$ cat config.mk
export PLATFORM = sky130hd
export DESIGN_NAME = serial_frame_rx
export DESIGN_NICKNAME = d
export VERILOG_FILES = /design/src/rtl/serial_frame_rx.sv
export SDC_FILE = /design/constraint.sdc
export NUM_CORES = 1
export LEC_CHECK = 0
export ABC_CLOCK_PERIOD_IN_PS = 1400
export CORE_MARGIN = 2
export CORE_UTILIZATION = 35
export DETAILED_ROUTE_END_ITERATION = 12
export GPL_TIMING_DRIVEN = 0
export SYNTH_ARGS = -nofsm -noshare
export SYNTH_HDL_FRONTEND = slang
export SYNTH_SLANG_ARGS = --single-unit
$ cat constraint.sdc
create_clock -name clk -period 1.4 [get_ports clk]
set_input_delay 0.14 -clock clk [delete_from_list [all_inputs] [get_ports clk]]
set_output_delay 0.14 -clock clk [all_outputs]
set_load 0.02 [all_outputs]
$ cat src/rtl/serial_frame_rx.sv
// -----------------------------------------------------------------------------
// serial_frame_rx
//
// Serial frame receiver fed by a 4-bit SISO shift register (one bit per clock).
// Each frame is: start bit (1), DATA_W data bits MSB first, an even-parity bit
// and a stop bit (0). The frame is DATA_W+3 bits long. Received words are
// presented on a single-slot valid/ready output.
//
// Ports:
//   clk         rising-edge clock, one serial bit sampled per edge
//   rst         asynchronous active-low reset
//   sin         serial bit stream, idle level 0
//   dout        received word
//   dout_valid  dout holds an unconsumed word
//   dout_ready  consumer accepts dout on an edge where valid && ready
//   parity_err  parity status of the word on dout, qualified by dout_valid
//   frame_err   one-cycle pulse: stop bit was 1, frame discarded
//   overrun     one-cycle pulse: good frame dropped because the slot was full
//
// All outputs come straight from flops; there is no combinational path from
// sin or dout_ready to any output.
// -----------------------------------------------------------------------------
module serial_frame_rx #(
    parameter int DATA_W = 8
) (
    input  logic              clk,
    input  logic              rst,
    input  logic              sin,
    output logic [DATA_W-1:0] dout,
    output logic              dout_valid,
    input  logic              dout_ready,
    output logic              parity_err,
    output logic              frame_err,
    output logic              overrun
);

    // Counter must be able to hold DATA_W itself without wrapping.
    localparam int CNT_W = $clog2(DATA_W + 1);

    localparam logic [1:0] ST_IDLE   = 2'd0;
    localparam logic [1:0] ST_DATA   = 2'd1;
    localparam logic [1:0] ST_PARITY = 2'd2;
    localparam logic [1:0] ST_STOP   = 2'd3;

    localparam logic [CNT_W-1:0] CNT_ONE  = {{(CNT_W-1){1'b0}}, 1'b1};
    localparam logic [CNT_W-1:0] CNT_LAST = CNT_W'(DATA_W - 1);

    // Returns 1 when the word plus its parity bit has an odd number of ones,
    // i.e. the even-parity check fails.
    function automatic logic parity_fail(input logic [DATA_W-1:0] word,
                                         input logic              pbit);
        return (^word) ^ pbit;
    endfunction

    logic [1:0]        state_q,      state_d;
    logic [CNT_W-1:0]  cnt_q,        cnt_d;
    logic [DATA_W-1:0] shift_q,      shift_d;
    logic              par_bit_q,    par_bit_d;
    logic [DATA_W-1:0] dout_q,       dout_d;
    logic              dout_valid_q, dout_valid_d;
    logic              parity_err_q, parity_err_d;
    logic              frame_err_q,  frame_err_d;
    logic              overrun_q,    overrun_d;

    logic              accept_s;
    logic              slot_free_s;

    // Handshake terms: the slot can take a new word if it is empty now or is
    // being emptied on this very edge.
    always_comb begin
        accept_s    = dout_valid_q & dout_ready;
        slot_free_s = (~dout_valid_q) | accept_s;
    end

    // Next-state logic for the frame FSM and the output slot.
    always_comb begin
        state_d      = state_q;
        cnt_d        = cnt_q;
        shift_d      = shift_q;
        par_bit_d    = par_bit_q;
        dout_d       = dout_q;
        dout_valid_d = dout_valid_q;
        parity_err_d = parity_err_q;
        frame_err_d  = 1'b0;
        overrun_d    = 1'b0;

        // A consumed word empties the slot unless a new word lands below.
        if (accept_s) begin
            dout_valid_d = 1'b0;
        end else begin
            dout_valid_d = dout_valid_q;
        end

        case (state_q)
            ST_IDLE: begin
                // Only a 1 on the line starts a frame; this is also the sole
                // resynchronisation point after any error.
                if (sin) begin
                    state_d = ST_DATA;
                    cnt_d   = '0;
                end else begin
                    state_d = ST_IDLE;
                end
            end

            ST_DATA: begin
                // MSB arrives first, so shifting left leaves it at the top.
                shift_d = {shift_q[DATA_W-2:0], sin};
                cnt_d   = cnt_q + CNT_ONE;
                if (cnt_q == CNT_LAST) begin
                    state_d = ST_PARITY;
                end else begin
                    state_d = ST_DATA;
                end
            end

            ST_PARITY: begin
                par_bit_d = sin;
                state_d   = ST_STOP;
            end

            ST_STOP: begin
                state_d = ST_IDLE;
                if (!sin) begin
                    if (slot_free_s) begin
                        dout_d       = shift_q;
                        parity_err_d = parity_fail(shift_q, par_bit_q);
                        dout_valid_d = 1'b1;
                    end else begin
                        // Old word is still pending: keep it, drop the new one.
                        overrun_d = 1'b1;
                    end
                end else begin
                    frame_err_d = 1'b1;
                end
            end

            default: begin
                state_d = ST_IDLE;
                cnt_d   = '0;
            end
        endcase
    end

    // State and output registers with asynchronous active-low reset.
    always_ff @(posedge clk or negedge rst) begin
        if (!rst) begin
            state_q      <= ST_IDLE;
            cnt_q        <= '0;
            shift_q      <= '0;
            par_bit_q    <= 1'b0;
            dout_q       <= '0;
            dout_valid_q <= 1'b0;
            parity_err_q <= 1'b0;
            frame_err_q  <= 1'b0;
            overrun_q    <= 1'b0;
        end else begin
            state_q      <= state_d;
            cnt_q        <= cnt_d;
            shift_q      <= shift_d;
            par_bit_q    <= par_bit_d;
            dout_q       <= dout_d;
            dout_valid_q <= dout_valid_d;
            parity_err_q <= parity_err_d;
            frame_err_q  <= frame_err_d;
            overrun_q    <= overrun_d;
        end
    end

    assign dout       = dout_q;
    assign dout_valid = dout_valid_q;
    assign parity_err = parity_err_q;
    assign frame_err  = frame_err_q;
    assign overrun    = overrun_q;

endmodule
==> results_dict.tcl, run 1 <==
set metrics [dict create \
    fin_hold_ws_ps 21.7 \
    critical_path_class "flip-flop to flip-flop" \
    required_ps 1630 \
    status "complete, but fails checks" \
    maxCapViolCount 0 \
    post-route-period-util_pct 107 \
    area_growth_pct 22.5 \
    power.leakage_nw 0.670 \
    crit_arrival_ps 1720 \
    synth_area_per_cell_um2 14.0 \
    drv_slew 0 \
    crit_chain "xnor2_1 -> xnor3_1 -> xnor2_1 -> mux2_4" \
    grt_pass1_vias 640 \
    clkSinkCount 27 \
    drt-initial-drc-count 21 \
    place_hpwl_um 1180 \
    cp_num_buf_inv 0 \
    cts-buffers-inserted 3 \
    die_h_um 60.9 \
    clock_latency_ps 320 \
    via_count 662 \
    fill_cells 301 \
    violations "negative setup slack" \
    routabilityCongestion 0.680 \
    fmax_mhz 669 \
    ir_drop_v 0.000796 \
    clock-root-buffer "clkbuf_4" \
    cts_tree "done" \
    io_buffers 15 \
    cp_top_family "XOR/XNOR gates" \
    drtAntennaViolNets 0 \
    grtUsageTotal_pct 11.8 \
    ys_seq_area_share_pct 59.7 \
    floorplan.die.width_um 60.9 \
    antenna_found_initial 0 \
    cts_hold_buf 0 \
    ys_ff_latch 27 \
    drc_errors 0 \
    final.setup_skew_ps 0.951 \
    clk_pin_slew_ps 150 \
    setup_tns_ps -97.7 \
    cp-start-kind "flip-flop" \
    clockBufferDepth 2 \
    drt_first_pass_iters 3 \
    grt_pass1_wl_um 3170 \
    max_stage_delay_ps 420 \
    syn_nets 86 \
    slew_headroom_pct 22.9 \
    ys_types 21 \
    stdcell_count 148 \
    diodes 0 \
    vias_per_cell 4.47 \
    worst_pin_slew_ps 1150 \
    worstSetupEndpointType "flip-flop" \
    post-route-min-period_ps 1490 \
    core-area_um2 3080 \
    htree_num_levels 1 \
    routed_wl_um 1760 \
    rsz0062_at_grt "true" \
    ioPinCount 16 \
    final_nets 110 \
    wl_per_cell_um 11.9 \
    num_rows 20 \
    critical_path.slowest_cell "dfrtp_1" \
    ys_warn_count 0 \
    setup_viol 3 \
    drive_gt1_share_pct 29.8 \
    setup_ws_ps -93.7 \
    power_density_nw_per_um2 2400 \
    grt_max_degree 28 \
    start_util_pct 36.8 \
    placedCellCount 140 \
    syn_area_um2 1130 \
    finalHoldViolCount 0 \
    fp.dieArea_um2 3710 \
    timing.critical_path.fanout_max 2 \
    netlist_instances 81 \
    cp_common_cell "xnor2_1" \
    hp-class "input pin to asynchronous set/reset pin" \
    grt_remaining_overflow 0 \
]
registers in the layout, summed over array words and instances, names as in the netlist, named ones only:
name	cells
cnt_q	4
dout	8
dout_valid	1
frame_err	1
overrun	1
par_bit_q	1
parity_err	1
shift_q	8
state_q	1
kinds of logic (layout without fill, tap and decap cells):
kind of cell / after synthesis / in the layout / synth area share, %
flops: 27 / 27 / 59.7
mux: 19 / 19 / 19.2
simple gates: 16 / 16 / 7.51
compound gates: 8 / 8 / 4.64
fa+ha+maj: 1 / 1 / 1.10
buf+inv: 3 / 26 / 1.22
xor+xnor: 7 / 7 / 6.63
synthesized netlist by cell type (all sizes together):
cell	count	share of area (%)
xnor3	1	2.0
mux2	19	19
o21bai	1	0.66
nand2	3	0.99
nand3b	2	1.3
nor3	1	0.44
nor2b	1	0.55
xor2	1	0.77
nand3	1	0.44
ha	1	1.1
xnor2	5	3.9
dfrtp	27	60
inv	1	0.33
a21o	1	0.66
nor2	3	0.99
buf	2	0.88
nand2b	4	2.2
and3	1	0.55
o21ai	4	1.8
a22o	2	1.5
layout by cell type (no fill, tap or decap), types with 2 or more instances in the layout:
cell type        netlist  routed
dlygate4sd2_1          0      12
dfrtp_1               27      25
a22o_1                 2       2
o21ai_0                4       4
clkdlybuf4s50_1        0       2
dfrtp_2                0       2
mux2_2                18      18
clkbuf_4               0       4
nor2_1                 3       3
xnor2_1                5       5
nand3b_1               2       2
buf_4                  0       4
nand2b_1               4       4
nand2_1                3       3
worst paths after layout:
kind / from / endpoint / slack (ps) / cells after the start
min: rst / cnt_q[3]$_DFFE_PN0P_ / 20 / 1
max reg2reg: shift_q[4]$_DFFE_PN0P_ / parity_err$_DFFE_PN0P_ / -90 / 4
max: shift_q[4]$_DFFE_PN0P_ / parity_err$_DFFE_PN0P_ / -90 / 4
min reg2reg: dout[7]$_DFFE_PN0P_ / dout[7]$_DFFE_PN0P_ / 520 / 1
min in group clk: dout_ready / overrun$_DFF_PN0_ / 460 / 3
max in group asynchronous: rst / state_q[0]$_DFF_PN0_ / 620 / 1
final cells by class:
| class | count | area [µm²] | share of cell area (%) |
|---|---|---|---|
| multi-input combinational | 51 | 443 | 31.9 |
| tap | 44 | 55.1 | 3.97 |
| inverter | 1 | 3.75 | 0.271 |
| sequential | 27 | 678 | 48.9 |
| clock buffer | 3 | 22.5 | 1.62 |
| timing repair buffer | 19 | 168 | 12.1 |
| clock inverter | 1 | 5.00 | 0.361 |
| buffer | 2 | 12.5 | 0.902 |
repair_timing:
action                                  4_1_cts  5_1_grt
pin swaps                                     1        0
gates resized for setup                      14        2
endpoints found under the setup margin       21       12
buffers inserted                              3        1
stage by stage:
stage	power [mW]	setup slack (ps)	cell area, µm²	utilization [%]
global route	3.60	-131	1390	45.1
global placement	2.99	-358	1340	43.5
detailed placement	3.04	-371	1340	43.5
floorplan	2.54	-19.3	1130	-
CTS	3.35	-97.2	1380	44.7
finish	3.33	-93.7	1390	45.1
report_power, final:
| part | leakage (nW) | internal, mW | switching (mW) |
|---|---|---|---|
| Combinational | 0.320 | 0.944 | 0.653 |
| Sequential | 0.332 | 1.13 | 0.273 |
| Clock | 0.0177 | 0.107 | 0.232 |
routing by layer:
metal / track usage [%] / vias up / wire [µm]
li1: - / 324 / -
met1: 17.1 / 325 / 879
met2: 16.3 / 11 / 811
met3: 2.56 / 2 / 55
met4: 6.52 / 0 / 15
met5: 0 / - / 0
Power figures use the tool's default switching activity.
==> run 2: changes to the inputs <==
--- a/config.mk
+++ b/config.mk
@@ -10,6 +10,7 @@
 export CORE_UTILIZATION = 35
 export DETAILED_ROUTE_END_ITERATION = 12
 export GPL_TIMING_DRIVEN = 0
+export MAX_ROUTING_LAYER = met4
 export SYNTH_ARGS = -nofsm -noshare
 export SYNTH_HDL_FRONTEND = slang
 export SYNTH_SLANG_ARGS = --single-unit
==> results of run 2 <==
The final DEF is identical to that of run 1; final timing and power are the same.
Main changes from that run: final weighted congestion in routability-driven placement 0.680 -> 0.687; overall routing resource usage 11.8% -> 12.2%; violation count after the first detailed-route iteration 21 -> 39
==> run 3: changes to the inputs <==
--- a/config.mk
+++ b/config.mk
@@ -6,11 +6,14 @@
 export NUM_CORES = 1
 export LEC_CHECK = 0
 export ABC_CLOCK_PERIOD_IN_PS = 1400
+export CORE_ASPECT_RATIO = 1.4
 export CORE_MARGIN = 2
-export CORE_UTILIZATION = 35
+export CORE_UTILIZATION = 47
 export DETAILED_ROUTE_END_ITERATION = 12
 export GPL_TIMING_DRIVEN = 0
 export MAX_ROUTING_LAYER = met4
+export PLACE_DENSITY = 0.73
+export SLEW_MARGIN = 20
 export SYNTH_ARGS = -nofsm -noshare
 export SYNTH_HDL_FRONTEND = slang
 export SYNTH_SLANG_ARGS = --single-unit
==> results_dict.tcl, run 3 (synthesis results as in run 1) <==
set metrics [dict create \
    grt_max_degree 28 \
    final.setup_skew_ps 2.18 \
    r2r_start "shift_q[4]$_DFFE_PN0P_" \
    final_nets 110 \
    stdcell_area_um2 1360 \
    routed_wl_um 1780 \
    clkSinkCount 27 \
    drc_errors 0 \
    floorplan.die.width_um 45.5 \
    timing.critical_path.fanout_max 2 \
    power.leakage_nw 0.671 \
    grtUsageTotal_pct 14.0 \
    crit_arrival_ps 1710 \
    drt_first_pass_iters 4 \
    grt_pass1_vias 657 \
    place_area_um2 1310 \
    post-route-period-util_pct 107 \
    clock-root-buffer "clkbuf_4" \
    maxCapViolCount 0 \
    htree_num_levels 1 \
    routabilityCongestion 0.673 \
    fmax_mhz 666 \
    grt_pass1_wl_um 2830 \
    drt-initial-drc-count 2 \
    worstSetupEndpointType "flip-flop" \
    slew_headroom_pct 61.4 \
    post-route-min-period_ps 1500 \
    required_ps 1610 \
    cts-buffers-inserted 3 \
    worstSetupEndpoint "parity_err$_DFFE_PN0P_" \
    place_hpwl_um 1260 \
    violations "negative setup slack" \
    critPathLaunch "shift_q[4]$_DFFE_PN0P_" \
    rr_endpoint "parity_err$_DFFE_PN0P_" \
    dp_worst_setup_slack_ps -338 \
    drive_gt1_share_pct 28.8 \
    drv_slew 0 \
    layout_common_cells "25 x dfrtp_1, 18 x mux2_2, 11 x dlygate4sd2_1" \
    cp-start-kind "flip-flop" \
    power.total_mw 3.31 \
    antenna_found_initial 0 \
    area_growth_pct 19.8 \
    grt_remaining_overflow 0 \
    final_core_util_pct 58.0 \
    power_density_nw_per_um2 2440 \
    clockBufferDepth 2 \
    status "complete, but fails checks" \
    drtAntennaViolNets 0 \
    io_buffers 15 \
    die_h_um 62.1 \
    fp.dieArea_um2 2820 \
    r2r_cells 4 \
    via_count 683 \
    setup_ws_ps -102 \
    rsz0062_at_grt "true" \
    ir_drop_v 0.00134 \
    reg2reg_slack_ps -100 \
    hp-class "input pin to asynchronous set/reset pin" \
    clk_pin_slew_ps 140 \
    diodes 0 \
    worst_pin_slew_ps 579 \
    critical_path_class "flip-flop to flip-flop" \
    setup_viol 6 \
    vias_per_cell 5.38 \
    mostFrequentLayoutCell "dfrtp_1" \
    num_rows 21 \
    clock_latency_ps 310 \
    start_util_pct 48.4 \
    ioPinCount 16 \
    cts_tree "done" \
    wl_per_cell_um 14.0 \
    finalHoldViolCount 0 \
    fin_hold_ws_ps 342 \
    core-area_um2 2340 \
]
run 3: area by class of cell:
cell class | instances | area (µm²)
timing repair buffer | 19 | 166
sequential | 27 | 678
buffer | 2 | 10.0
inverter | 1 | 3.75
multi-input combinational | 51 | 443
tap | 23 | 28.8
fill | 207 | 982
clock buffer | 4 | 26.3
run 3: per-stage QoR:
step	cells	TNS, ps
finish	127	-113
global route	127	-655
CTS	126	-677
detailed placement	119	-2960
global placement	119	-7910
floorplan	81	-19.3
run 3: how the worst min path moves through the flow:
stage | from | endpoint | slack (ps)
finish | rst | cnt_q[0]$_DFFE_PN0P_ | 340
global route | rst | cnt_q[3]$_DFFE_PN0P_ | 400
floorplan | rst | asynchronous set/reset pin | -160
detailed placement | rst | cnt_q[0]$_DFFE_PN0P_ | 180
global placement | dout[5]$_DFFE_PN0P_ | dout[5]$_DFFE_PN0P_ | 490
CTS | rst | cnt_q[0]$_DFFE_PN0P_ | 360
run 3: repair_timing:
action	CTS	global route
buffers inserted	2	1
endpoints found under the setup margin	20	17
pin swaps	2	0
endpoints found under the hold margin	27	0
resized for setup	11	3
hold buffers	1	0
run 3: per-layer routing:
metal  global-route usage [%]  up-vias  routed length, µm
met5                        -        -                  0
met4                     3.78        0                 12
met3                     1.73        2                 43
met2                     24.7        8                937
met1                     16.4      349                782
li1                         -      324                  -
run 3: critical path, stage by stage (launching register included):
cell and delay [ps]:
dfrtp_1 420, xnor2_1 160, xnor3_1 420, xnor2_1 150, mux2_4 260
run 3: power breakdown:
group	leakage, nW	switching [mW]	internal, mW	total (mW)
Sequential	0.332	0.280	1.13	1.41
Clock	0.0150	0.212	0.111	0.323
Combinational	0.324	0.663	0.920	1.58
Total	0.671	1.15	2.16	3.31
